[config.mk]
export PLATFORM = sky130hd
export DESIGN_NAME = microwave_control
export DESIGN_NICKNAME = d
export VERILOG_FILES = /design/src/rtl/microwave_pkg.sv /design/src/rtl/microwave_control_tick_gen.sv /design/src/rtl/microwave_control.sv
export SDC_FILE = /design/constraint.sdc
export NUM_CORES = 1
export LEC_CHECK = 0
export ABC_AREA = 1
export CAP_MARGIN = 20
export CORE_MARGIN = 3
export CORE_UTILIZATION = 47
export DETAILED_ROUTE_END_ITERATION = 12
export PLACE_DENSITY = 0.68
export SLEW_MARGIN = 20
export SYNTH_ARGS = -nofsm -noshare
export SYNTH_HDL_FRONTEND = slang
export SYNTH_SLANG_ARGS = --single-unit
export TNS_END_PERCENT = 50
[constraint.sdc]
create_clock -name clock -period 2.7 [get_ports clock]
set_input_delay 0.27 -clock clock [delete_from_list [all_inputs] [get_ports clock]]
set_output_delay 0.27 -clock clock [all_outputs]
set_load 0.01 [all_outputs]
[src/rtl/microwave_pkg.sv]
// Shared state encodings for the microwave sequencer.
package microwave_pkg;
  localparam int STATE_W = 3;

  typedef enum logic [STATE_W-1:0] {
    IDLE    = 3'd0,
    COOKING = 3'd1,
    PAUSED  = 3'd2,
    DONE    = 3'd3
  } state_t;
endpackage

[src/rtl/microwave_control_tick_gen.sv]
// Countdown prescaler: tick is high during the last cycle of each TICK_DIV-cycle period while running.
module tick_gen #(
  parameter int TICK_DIV = 50_000_000
) (
  input  logic clock,
  input  logic clearn,
  input  logic run,
  input  logic clr,
  output logic tick
);
  localparam int CW = $clog2(TICK_DIV);
  localparam logic [CW-1:0] LAST = CW'(TICK_DIV - 1);

  logic [CW-1:0] count;

  assign tick = run && (count == LAST);

  // clr has priority so a fresh period can start on the same edge the sequencer changes state
  always_ff @(posedge clock) begin
    if (!clearn)   count <= '0;
    else if (clr)  count <= '0;
    else if (run)  count <= (count == LAST) ? '0 : count + 1'b1;
  end
endmodule

[src/rtl/microwave_control.sv]
// Microwave cook sequencer driving the cascaded digit counters and magnetron.
// Optional end-of-cook beeper enabled by defining MICROWAVE_ALARM_EN.
module microwave_control
  import microwave_pkg::*;
#(
  parameter int TICK_DIV    = 50_000_000,
  parameter int ALARM_TICKS = 3
) (
  input  logic       clock,
  input  logic       clearn,
  input  logic       start,
  input  logic       stop,
  input  logic       clear_key,
  input  logic       load_key,
  input  logic       door_closed,
  input  logic       timer_done,
  output logic       timer_loadn,
  output logic       timer_clearn,
  output logic       timer_enable,
  output logic       mag_on,
  output logic       alarm,
  output logic [2:0] state
);
  state_t cur, nxt;
  logic   tick, pclr, prun;
  logic   loadn_nxt, clearn_nxt;
  logic   alarm_last;

  // The prescaler keeps its count across PAUSED and restarts on entry to COOKING from IDLE or to DONE
  assign prun = (cur == COOKING) || (cur == DONE);

  tick_gen #(.TICK_DIV(TICK_DIV)) u_tick (
    .clock  (clock),
    .clearn (clearn),
    .run    (prun),
    .clr    (pclr),
    .tick   (tick)
  );

`ifdef MICROWAVE_ALARM_EN
  localparam int ACW = $clog2(ALARM_TICKS + 1);
  logic [ACW-1:0] acount;

  always_ff @(posedge clock) begin
    if (!clearn)           acount <= '0;
    else if (cur != DONE)  acount <= '0;
    else if (tick)         acount <= acount + 1'b1;
  end

  assign alarm_last = tick && (acount == ACW'(ALARM_TICKS - 1));
`else
  assign alarm_last = 1'b1;
`endif

  always_comb begin
    nxt        = cur;
    loadn_nxt  = 1'b1;
    clearn_nxt = 1'b1;
    pclr       = 1'b0;
    case (cur)
      IDLE: begin
        if (stop)           nxt = IDLE;
        else if (clear_key) clearn_nxt = 1'b0;
        else if (load_key)  loadn_nxt = 1'b0;
        else if (start && door_closed && !timer_done) begin
          nxt  = COOKING;
          pclr = 1'b1;
        end
      end
      COOKING: begin
        if (stop || !door_closed) nxt = PAUSED;
        else if (timer_done) begin
          nxt  = DONE;
          pclr = 1'b1;
        end
      end
      PAUSED: begin
        if (stop)           nxt = IDLE;
        else if (clear_key) begin
          nxt        = IDLE;
          clearn_nxt = 1'b0;
        end
        else if (start && door_closed) nxt = COOKING;
      end
      DONE: begin
        if (start || stop || clear_key || alarm_last) nxt = IDLE;
      end
      default: nxt = IDLE;
    endcase
  end

  // Registered outputs: everything below is visible the cycle after the inputs are sampled
  always_ff @(posedge clock) begin
    if (!clearn) begin
      cur          <= IDLE;
      timer_loadn  <= 1'b1;
      timer_clearn <= 1'b1;
      timer_enable <= 1'b0;
      mag_on       <= 1'b0;
    end else begin
      cur          <= nxt;
      timer_loadn  <= loadn_nxt;
      timer_clearn <= clearn_nxt;
      timer_enable <= (cur == COOKING) && tick && !timer_done;
      mag_on       <= (nxt == COOKING);
    end
  end

`ifdef MICROWAVE_ALARM_EN
  always_ff @(posedge clock) begin
    if (!clearn) alarm <= 1'b0;
    else         alarm <= (nxt == DONE);
  end
`else
  assign alarm = 1'b0;
`endif

  assign state = cur;
endmodule

==> results.ini <==
[global_route]
grt_pass1_wl_um = 6670
track_usage_pct = 19.2
grt_overflow = 0
first_global_vias = 1431
grt_max_degree = 15
antenna_found_initial = 0

[sta]
period_minus_slack_ns = 1.67
rsz0062_at_grt = false
drv_slew = 0
finalHoldViolCount = 0
fin_skew_ns = 0.0157
fin_crit_sh_pct = 61.7
timing.fmax_mhz = 600
hold_ws_ns = 0.520
setup_ws_ns = 1.03
setup-violations-final = 0
fin_setup_tns_ns = 0

[pwr]
p_seq_share_pct = 55.1
clkPwrFrac_pct = 40.8
intPower_mw = 0.683
p_sw_mw = 0.207
p_comb_share_pct = 4.2
cellPowerDensity_nw_per_um2 = 425
irDropWorstVdd_mv = 0.297
p_sw_share_pct = 23.3
leakagePower_nw = 0.842

[setup_path]
cpPeakStageDelay_ns = 0.37
cp-start-kind = flop
end_kind = flop
r2r_cells = 8
crit_type = reg2reg
cp_cell_sequence = ha_1 -> nand2_1 -> nor2_2 -> nand2_1 -> nor2_1 -> nand3_1 -> nand2_2 -> nor2_1
worstPathRequired_ns = 2.87
crit_arrival_ns = 1.83
crit_fanout = 14
cpMaxStageDelayCell = dfxtp_1

[floorplanning]
rows = 22
die-area_um2 = 4670
start_util_pct = 49.1
die-width_um = 68.3
ios = 16
core_um2 = 3720
die_y_um = 68.3

[logic_synthesis]
synth_seq_cells = 33
yosysTopAreaCellShare_pct = 36.2
ys_top_cells_by_area = dfxtp_1 36%, nand2_1 16%, nor2_1 15%, inv_1 7.8%, nand3_1 4.7%
ys_types = 27
synth_cells = 292
synthesis.area_um2 = 1830
synth.avg_cell_area_um2 = 6.25
yosys.area.top_type = dfxtp_1
yosys_warnings = 0
ys_seq_area_share_pct = 36.2

[clocking]
cts_tree = done
htree_levels = 2
clock_path_buffers = 2
cts_resized = 0
root_buffer = clkbuf_8
clock_latency_ns = 0.29
postCtsSetupRepairBufs = 0
numCtsBuffers = 5
cts.sinks = 33
cts.clk_slew.worst_paths_ns = 0.07
ctsHoldBuffers = 0

[run]
drv_cap = 0

[place]
portBuffers = 14
hpwl_um = 3100
gp_congestion = 0.878
dp_slack_ns = 0.928
numPlacedInstances = 353

[layout]
fin_nets = 321
antenna_cells = 0
drive_above_1_share_pct = 7.03
fill_cells = 398
final_util_pct = 56.3
finalNonFillerCells = 361
area_growth_pct = 14.7

[route]
vias_per_cell = 4.72
drtIter0Drc = 108
num_vias = 1705
final_antenna_net_count = 0
route.detailed.drc = 0
first_pass_iters = 4
wirelength_um = 3930
avgRoutedWirePerCell_um = 10.9

[worst_hold_path]
min_path_cells = 2
min_path_type = reg2reg

[status]
status = completed

-- flip-flops by register name, indices dropped and copies added (netlist names) --
| name | count |
|---|---|
| timer_loadn | 1 |
| state | 3 |
| timer_enable | 1 |
| u_tick.count | 26 |
| mag_on | 1 |
| timer_clearn | 1 |
-- final timing paths --
path / from / to / slack [ns]
min reg2reg: u_tick.count[16] / u_tick.count[16] / 0.52
min: u_tick.count[16] / u_tick.count[16] / 0.52
max reg2reg: u_tick.count[0] / u_tick.count[11] / 1.03
max: u_tick.count[0] / u_tick.count[11] / 1.03
-- power by group through the flow --
stage | sequential [mW] | clock (mW) | combinational (mW)
after global routing | 0.490 | 0.389 | 0.0410
final | 0.490 | 0.363 | 0.0369
after global placement | 0.501 | 0 | 0.0369
after detailed placement | 0.501 | 0 | 0.0370
after CTS | 0.490 | 0.370 | 0.0370
after floorplan | 0.501 | 0 | 0.0189
-- critical path, delay by kind of cell (launching register included) --
kind | cells | cell delay (ns)
fa+ha+maj | 1 | 0.19
flops | 1 | 0.37
simple gates | 7 | 0.98
-- through the flow --
step | cell area, um2 | power [mW]
6_report | 2090 | 0.890
5_1_grt | 2090 | 0.920
4_1_cts | 2090 | 0.897
3_5_place_dp | 2010 | 0.538
3_3_place_gp | 2010 | 0.538
2_1_floorplan | 1830 | 0.520
-- cell type report --
class                   count  area, um2  area share, %
flip-flops and latches     33        661           31.6
clock buffers               6       72.6           3.47
clock inverters             2       10.0          0.478
inverters                  39        146           6.99
multi-input cells         219       1000           47.9
repair buffers             14        140           6.69
well taps                  48       60.1           2.87
-- logic make-up after synthesis --
kind of cell / after synthesis / synth area share (%)
AND/OR/NAND/NOR: 198 / 47.0
buffers and inverters: 41 / 9.05
flip-flops: 33 / 36.2
AO/OA/AOI/OAI: 9 / 2.54
XOR/XNOR: 9 / 4.32
adder cells (fa/ha/maj): 1 / 0.685
other: 1 / 0.205
-- cell usage in the layout (no fill, tap or decap) --
cell type / n
a21oi_1: 4
nor3b_1: 1
a31oi_1: 1
xor2_1: 7
dfxtp_1: 33
conb_1: 2
nand2_4: 1
inv_2: 1
nand4_1: 5
xnor2_1: 2
nand3_1: 17
nor2_1: 73
nand2_1: 79
nand2_2: 2
or2_2: 1
ha_1: 1
nor3_1: 5
nor2_2: 6
o21ai_0: 4
and2_1: 1
nand3_2: 1
nor2_4: 2
nor3_2: 1
nand3b_1: 3
clkdlybuf4s50_1: 14
inv_1: 38
clkbuf_8: 5
clkinv_2: 2
clkbuf_1: 1
-- cell usage after synthesis, drive strengths merged --
| master | count |
|---|---|
| nor3 | 6 |
| nand4 | 5 |
| a31oi | 1 |
| xnor2 | 2 |
| nor2 | 81 |
| conb | 1 |
| and2 | 1 |
| a21oi | 4 |
| nand3b | 3 |
| inv | 39 |
| o21ai | 4 |
| nand2 | 82 |
| ha | 1 |
| or2 | 1 |
| dfxtp | 33 |
| nor3b | 1 |
| nand3 | 18 |
| buf | 2 |
| xor2 | 7 |
-- layer usage --
layer / GRT usage (%) / routed length (um) / vias up / part of all wire [%]
li1: - / - / 933 / -
met1: 30.0 / 2090 / 729 / 53
met2: 26.1 / 1600 / 39 / 41
met3: 3.94 / 202 / 4 / 5.1
met4: 5.21 / 34 / 0 / 0.87
met5: 0 / 0 / - / 0
Power figures use the tool's default switching activity.
